$ cat src/rtl/bus_transfer_controller.sv
// Initiator for the shared bidirectional register bus: sequences DRIVE/LATCH/RELEASE strobes per transfer.
// Optional bus snooping is enabled by defining BUS_SNOOP_EN.
module bus_transfer_controller #(
    parameter int BUS_WIDTH = 16,
    parameter int NUM_REGS  = 8,
    parameter int SEL_WIDTH = 3
) (
    input  logic                 i_clock,
    input  logic                 i_reset,
    input  logic                 i_req_valid,
    output logic                 o_req_ready,
    input  logic [SEL_WIDTH-1:0] i_req_src,
    input  logic [SEL_WIDTH-1:0] i_req_dst,
    input  logic                 i_req_inc,
    output logic                 o_done,
    output logic                 o_error,
    output logic [NUM_REGS-1:0]  o_reg_enable,
    output logic [NUM_REGS-1:0]  o_reg_rw,
    output logic [NUM_REGS-1:0]  o_reg_count,
    input  logic [BUS_WIDTH-1:0] i_bus_data,
    output logic [BUS_WIDTH-1:0] o_snoop_data,
    output logic                 o_snoop_vld
);

    typedef enum logic [2:0] {
        IDLE,
        DRIVE,
        LATCH,
        RELEASE,
        FAULT
    } state_t;

    state_t r_state, w_nextState;

    logic [SEL_WIDTH-1:0] r_src, r_dst;
    logic                 r_inc;
    logic                 r_reqReady, r_done, r_error;
    logic [NUM_REGS-1:0]  r_regEnable, r_regRw, r_regCount;

    logic                 w_accept, w_bad, w_inc;
    logic [SEL_WIDTH-1:0] w_src, w_dst;
    logic [NUM_REGS-1:0]  w_srcOneHot, w_dstOneHot;
    logic                 w_reqReady, w_done, w_error;
    logic [NUM_REGS-1:0]  w_regEnable, w_regRw, w_regCount;

    assign w_accept = i_req_valid && r_reqReady;

    // Outputs are registered, so strobes are derived from the state being entered.
    always_comb begin
        w_src       = w_accept ? i_req_src : r_src;
        w_dst       = w_accept ? i_req_dst : r_dst;
        w_inc       = w_accept ? i_req_inc : r_inc;
        w_srcOneHot = NUM_REGS'(1) << w_src;
        w_dstOneHot = NUM_REGS'(1) << w_dst;
        w_bad       = (w_src == w_dst) || (32'(w_src) >= NUM_REGS) || (32'(w_dst) >= NUM_REGS);

        w_nextState = IDLE;
        case (r_state)
            IDLE:    w_nextState = w_accept ? (w_bad ? FAULT : DRIVE) : IDLE;
            DRIVE:   w_nextState = LATCH;
            LATCH:   w_nextState = RELEASE;
            RELEASE: w_nextState = IDLE;
            FAULT:   w_nextState = IDLE;
            default: w_nextState = IDLE;
        endcase

        w_regEnable = '0;
        w_regRw     = '1;
        w_regCount  = '0;
        w_done      = 1'b0;
        w_error     = 1'b0;
        w_reqReady  = (w_nextState == IDLE);
        case (w_nextState)
            DRIVE: w_regEnable = w_srcOneHot;
            LATCH: begin
                w_regEnable = w_srcOneHot | w_dstOneHot;
                w_regRw     = ~w_dstOneHot;
            end
            RELEASE: begin
                w_regCount = w_inc ? w_srcOneHot : '0;
                w_done     = 1'b1;
            end
            FAULT: begin
                w_done  = 1'b1;
                w_error = 1'b1;
            end
            default: ;
        endcase
    end

    always_ff @(posedge i_clock) begin
        if (i_reset) begin
            r_state     <= IDLE;
            r_src       <= '0;
            r_dst       <= '0;
            r_inc       <= 1'b0;
            r_reqReady  <= 1'b1;
            r_done      <= 1'b0;
            r_error     <= 1'b0;
            r_regEnable <= '0;
            r_regRw     <= '1;
            r_regCount  <= '0;
        end else begin
            r_state <= w_nextState;
            if (w_accept) begin
                r_src <= i_req_src;
                r_dst <= i_req_dst;
                r_inc <= i_req_inc;
            end
            r_reqReady  <= w_reqReady;
            r_done      <= w_done;
            r_error     <= w_error;
            r_regEnable <= w_regEnable;
            r_regRw     <= w_regRw;
            r_regCount  <= w_regCount;
        end
    end

    assign o_req_ready  = r_reqReady;
    assign o_done       = r_done;
    assign o_error      = r_error;
    assign o_reg_enable = r_regEnable;
    assign o_reg_rw     = r_regRw;
    assign o_reg_count  = r_regCount;

`ifdef BUS_SNOOP_EN
    logic [BUS_WIDTH-1:0] r_snoopData;
    logic                 r_snoopVld;

    // The word on the bus at the end of LATCH is what the destination captured.
    always_ff @(posedge i_clock) begin
        if (i_reset) begin
            r_snoopData <= '0;
            r_snoopVld  <= 1'b0;
        end else begin
            if (r_state == LATCH) begin
                r_snoopData <= i_bus_data;
            end
            r_snoopVld <= (r_state == LATCH);
        end
    end

    assign o_snoop_data = r_snoopData;
    assign o_snoop_vld  = r_snoopVld;
`else
    logic w_unusedBus;
    assign w_unusedBus  = ^i_bus_data;
    assign o_snoop_data = '0;
    assign o_snoop_vld  = 1'b0;
`endif

endmodule

$ cat config.mk
export PLATFORM = sky130hd
export DESIGN_NAME = bus_transfer_controller
export DESIGN_NICKNAME = d
export VERILOG_FILES = /design/src/rtl/bus_transfer_controller.sv
export SDC_FILE = /design/constraint.sdc
export NUM_CORES = 1
export LEC_CHECK = 0
export CAP_MARGIN = 20
export CORE_MARGIN = 5
export CORE_UTILIZATION = 45
export CTS_BUF_LIST = sky130_fd_sc_hd__clkbuf_4
export DETAILED_ROUTE_END_ITERATION = 6
export HOLD_SLACK_MARGIN = 0.03
export PLACE_DENSITY = 0.82
export SYNTH_ARGS = -nofsm -noshare
export SYNTH_HDL_FRONTEND = slang
export SYNTH_SLANG_ARGS = --single-unit
$ cat constraint.sdc
create_clock -name i_clock -period 3.82 [get_ports i_clock]
set_input_delay 0.573 -clock i_clock [delete_from_list [all_inputs] [get_ports i_clock]]
set_output_delay 0.573 -clock i_clock [all_outputs]
set_load 0.02 [all_outputs]
Word-level counts from Yosys, hierarchy flattened
Index checks and enable logic that the tools add are counted.

Eq/ne operators: 7. Shift-type cells: 2. Muxes and demuxes: 9. Bitwise operators: 5. Reductions and logical operators: 6.

Operators with widths (number): case mux 8 bit (2 select lines) (1); left shift 1 x 3 -> 8 bit (first input constant) (2); two-way mux 3 bit (4); equality test 3 x 2 -> 1 bit (second input constant) (3); case mux 3 bit (3 select lines) (1); NOT 8 bit (1); bitwise OR 8 bit (1); equality test 3 x 1 -> 1 bit (second input constant) (2); zero test 3 bit (2); OR reduction 2 bit (2); equality test 3 bit (1); equality test 3 bit (second input constant) (1); two-way mux 1 bit (3); NOT 1 bit (3); OR reduction 3 bit (1); logical AND 1 bit (1).

Register bits: 37. Bits of input ports: 26. Output and inout port bits: 44. Logic and storage cells: 39.

Longest topological paths before layout
Word-level depth: 9. Mapped depth: 5. Depth with buffers taken out: 4.

Worst setup path before layout
No wires, ideal clock.

Path type: in2reg. Start: in i_reset. End: reg r_regEnable[5], in the netlist o_reg_enable[5]. Library setup time: 71 ps. Data arrival time: 1515 ps. Required time: 3749 ps. Path slack: 2234 ps. Stages: 4. Path buffers: 0. Cells stage by stage: or4b_4 > and3b_2 > nand2_2 > a21oi_1.

RTL lines: start: declaration (RTL line 9) `input logic i_reset,`; end signal: assignment (RTL line 113) `r_regEnable <= w_regEnable;`; end: declaration (RTL line 38) `logic [NUM_REGS-1:0] r_regEnable, r_regRw, r_regCount;`.

Final worst setup path
Start: reg r_reqReady, in the netlist o_req_ready. End: out o_req_ready.

RTL lines: start: declaration (RTL line 37) `logic r_reqReady, r_done, r_error;`; start signal: assignment (RTL line 110) `r_reqReady <= w_reqReady;`; end: declaration (RTL line 11) `output logic o_req_ready,`.

No word-level cell between the ends.

==> flow_summary.yaml <==
place:
  port_buffers: 36
  gp_congestion: 0.8316
  dpl.hpwl_microns: 2272
  dp.cells: 242
  detailedPlace.worstSlack_ns: 1.338
drt:
  wirelength_microns: 3002
  drc: 0
  num_vias: 1220
  ant_nets: 0
  drt_iter0_markers: 41
  firstDrtPassIters: 4
  viasPerCell: 4.880
  routedWlPerCell_microns: 12.01
floorplan:
  core-area_sq_mm: 0.003311
  start_util: 0.4592
  die_x_microns: 68.12
  die_h_microns: 68.12
  die-area_sq_mm: 0.004640
  rows: 21
  io_pins: 70
logic_synthesis:
  synth-simple-area-share: 0.2255
  synth.distinct_cells: 29
  synth-seq-area-share: 0.4872
  synth_xor_area_frac: 0.02305
  synth_compound_area_frac: 0.1556
  synthFlopType: "dfxtp_1"
  synth-seq-cells: 37
  syn_area_per_cell_sq_um: 9.103
  yosys-mux-area-fraction: 0
  synth_top_family_by_area: "simple AND/OR/NAND/NOR gates"
  synth-edff-count: 0
  netlist_area_sq_mm: 0.001520
  yosysWarnings: 0
  synth-adder-area-share: 0
  synthTopCellsByArea: "dfxtp_1 (49%), buf_4 (9.9%), a21oi_1 (5.3%), nand2_1 (5.2%), nor2_1 (3.0%)"
  synth_cells: 167
  yosysTopAreaCell: "dfxtp_1"
  yosys.area.top_type_share: 0.4872
  async_flop_share: 0
worst_setup_path:
  crit_slowest_cell: "clkdlybuf4s50_1"
  path_max_fanout: 17
  crit_buf_inv: 1
  startpoint: "o_req_ready"
  required_ns: 3.25
  crit_arrival_ns: 1.74
  setup.worst_path.class: "flip-flop to output pin"
  start_kind: "flip-flop"
  rrSetupSlack_ns: 2.02
  crit_path_end_kind: "output pin"
  reg2reg_from: "o_req_ready"
  cp_top_family: "buffers and inverters"
  slowest_delay_ns: 0.72
  crit_chain: "clkdlybuf4s50_1"
flow_run:
  maxCapViolations: 0
cts:
  cts_hold_buf: 0
  post_cts_buffers: 0
  clock_latency_ns: 0.34
  h-tree-depth: 2
  clockBufferDepth: 2
  root_buffer: "clkbuf_4"
  cts_buffers: 5
  cts_tree: "done"
  cts-resized-gates: 0
  clk_pin_slew_ns: 0.11
  cts.sink_count: 37
sta:
  period_share: 0.6061
  setup_viol: 0
  finalSetupTns_ns: 0
  hold_viol: 0
  finalCriticalPeriod_ns: 2.315
  fmax_ghz: 0.4319
  max_slew_margin: 0.5966
  finClkSkew_ns: 0.003140
  setup_ws_ns: 1.505
  maxSlewViolCount: 0
  worst_pin_slew_ns: 0.6011
  rsz0062_at_grt: "no"
cells_and_area:
  drive_gt1_frac: 0.08824
  diodes: 0
  area_delta_synth_final_pct: 27.57
  utilization: 0.5858
  nets: 229
  final_cells: 250
global_routing:
  grt_pass1_wl_microns: 4740
  grt_max_degree: 18
  antenna_found_initial: 0
  grt_pass1_vias: 1059
  track_usage: 0.1383
  overflow: 0
power:
  p_leak_nw: 0.7200
  ir_drop_mv: 0.2050
  cellPowerDensity_mw_per_mm2: 459.2
hold_path:
  hold_class: "flip-flop to flip-flop"
  min_from: "r_dst[0]"
outcome:
  status: "finished clean"
[path summary, 6_finish.rpt]
kind | end | cells past startpoint
max | o_req_ready | 1
min | r_dst[0] | 2
max reg2reg | o_reg_enable[2] | 4
min reg2reg | r_dst[0] | 2
[cells by family after synthesis]
family	count (synthesis)
AO/OA/AOI/OAI	38
XOR/XNOR	4
buffers and inverters	23
flip-flops	37
other	1
AND/OR/NAND/NOR	64
[cell usage in the layout (no fill, tap or decap), types with 3 or more instances in the layout]
cell | Yosys | routed
dfxtp_1 | 37 | 37
clkdlybuf4s50_1 | 0 | 36
nand2_1 | 21 | 21
conb_1 | 1 | 17
a21oi_1 | 16 | 16
nor2_1 | 12 | 12
nand2b_1 | 6 | 6
o21ai_0 | 6 | 6
o21a_1 | 5 | 5
nand4b_1 | 5 | 5
clkbuf_4 | 0 | 5
xnor2_1 | 4 | 4
nand3_1 | 4 | 4
nand2_2 | 4 | 4
nand4_1 | 3 | 3
and3b_1 | 3 | 3
[layer usage]
metal,share of wire,track usage,up-vias,routed length [microns]
li1,-,-,614,-
met1,0.43,0.1687,544,1284
met2,0.47,0.2226,55,1405
met3,0.087,0.03941,7,261
met4,0.017,0.06700,0,51
met5,0,0,-,0
[cells in the mapped netlist, types with 3 or more instances]
master / number
nand2b_1: 6
and3b_1: 3
a21oi_1: 16
o21a_1: 5
nand4_1: 3
xnor2_1: 4
nand4b_1: 5
nor2_1: 12
clkbuf_1: 3
nand2_1: 21
o21ai_0: 6
nand2_2: 4
nand3_1: 4
buf_4: 20
dfxtp_1: 37
[registers in the layout, indices dropped and copies added, names as in the netlist]
| register | flops |
|---|---|
| o_reg_count | 8 |
| o_req_ready | 1 |
| o_done | 1 |
| r_src | 3 |
| o_reg_enable | 8 |
| r_dst | 3 |
| o_error | 1 |
| r_state | 3 |
| o_reg_rw | 8 |
| r_inc | 1 |
[cell type report]
cell class / instances / area (sq um)
Fill cell: 315 / 1371
Sequential cell: 37 / 740.7
Multi-Input combinational cell: 123 / 678.2
Timing Repair Buffer: 36 / 360.3
Clock inverter: 3 / 65.06
Tap cell: 46 / 57.56
Clock buffer: 5 / 37.54
[power breakdown]
part	switching [mW]	internal [mW]	leakage, nW	total (mW)
logic	0.0833	0.0552	0.364	0.139
registers	0.0218	0.403	0.301	0.425
clock network	0.125	0.203	0.0552	0.327
[through the flow]
stage	hold WS, ns	total power [mW]	area (sq um)
global route	0.5318	0.9301	1939
detailed placement	0.4923	0.5716	1837
floorplan	0.4697	0.5415	1580
global placement	0.4846	0.5680	1837
CTS	0.5078	0.8981	1939
finish	0.5105	0.8905	1939
No activity file was read; power rests on OpenSTA's default activity.
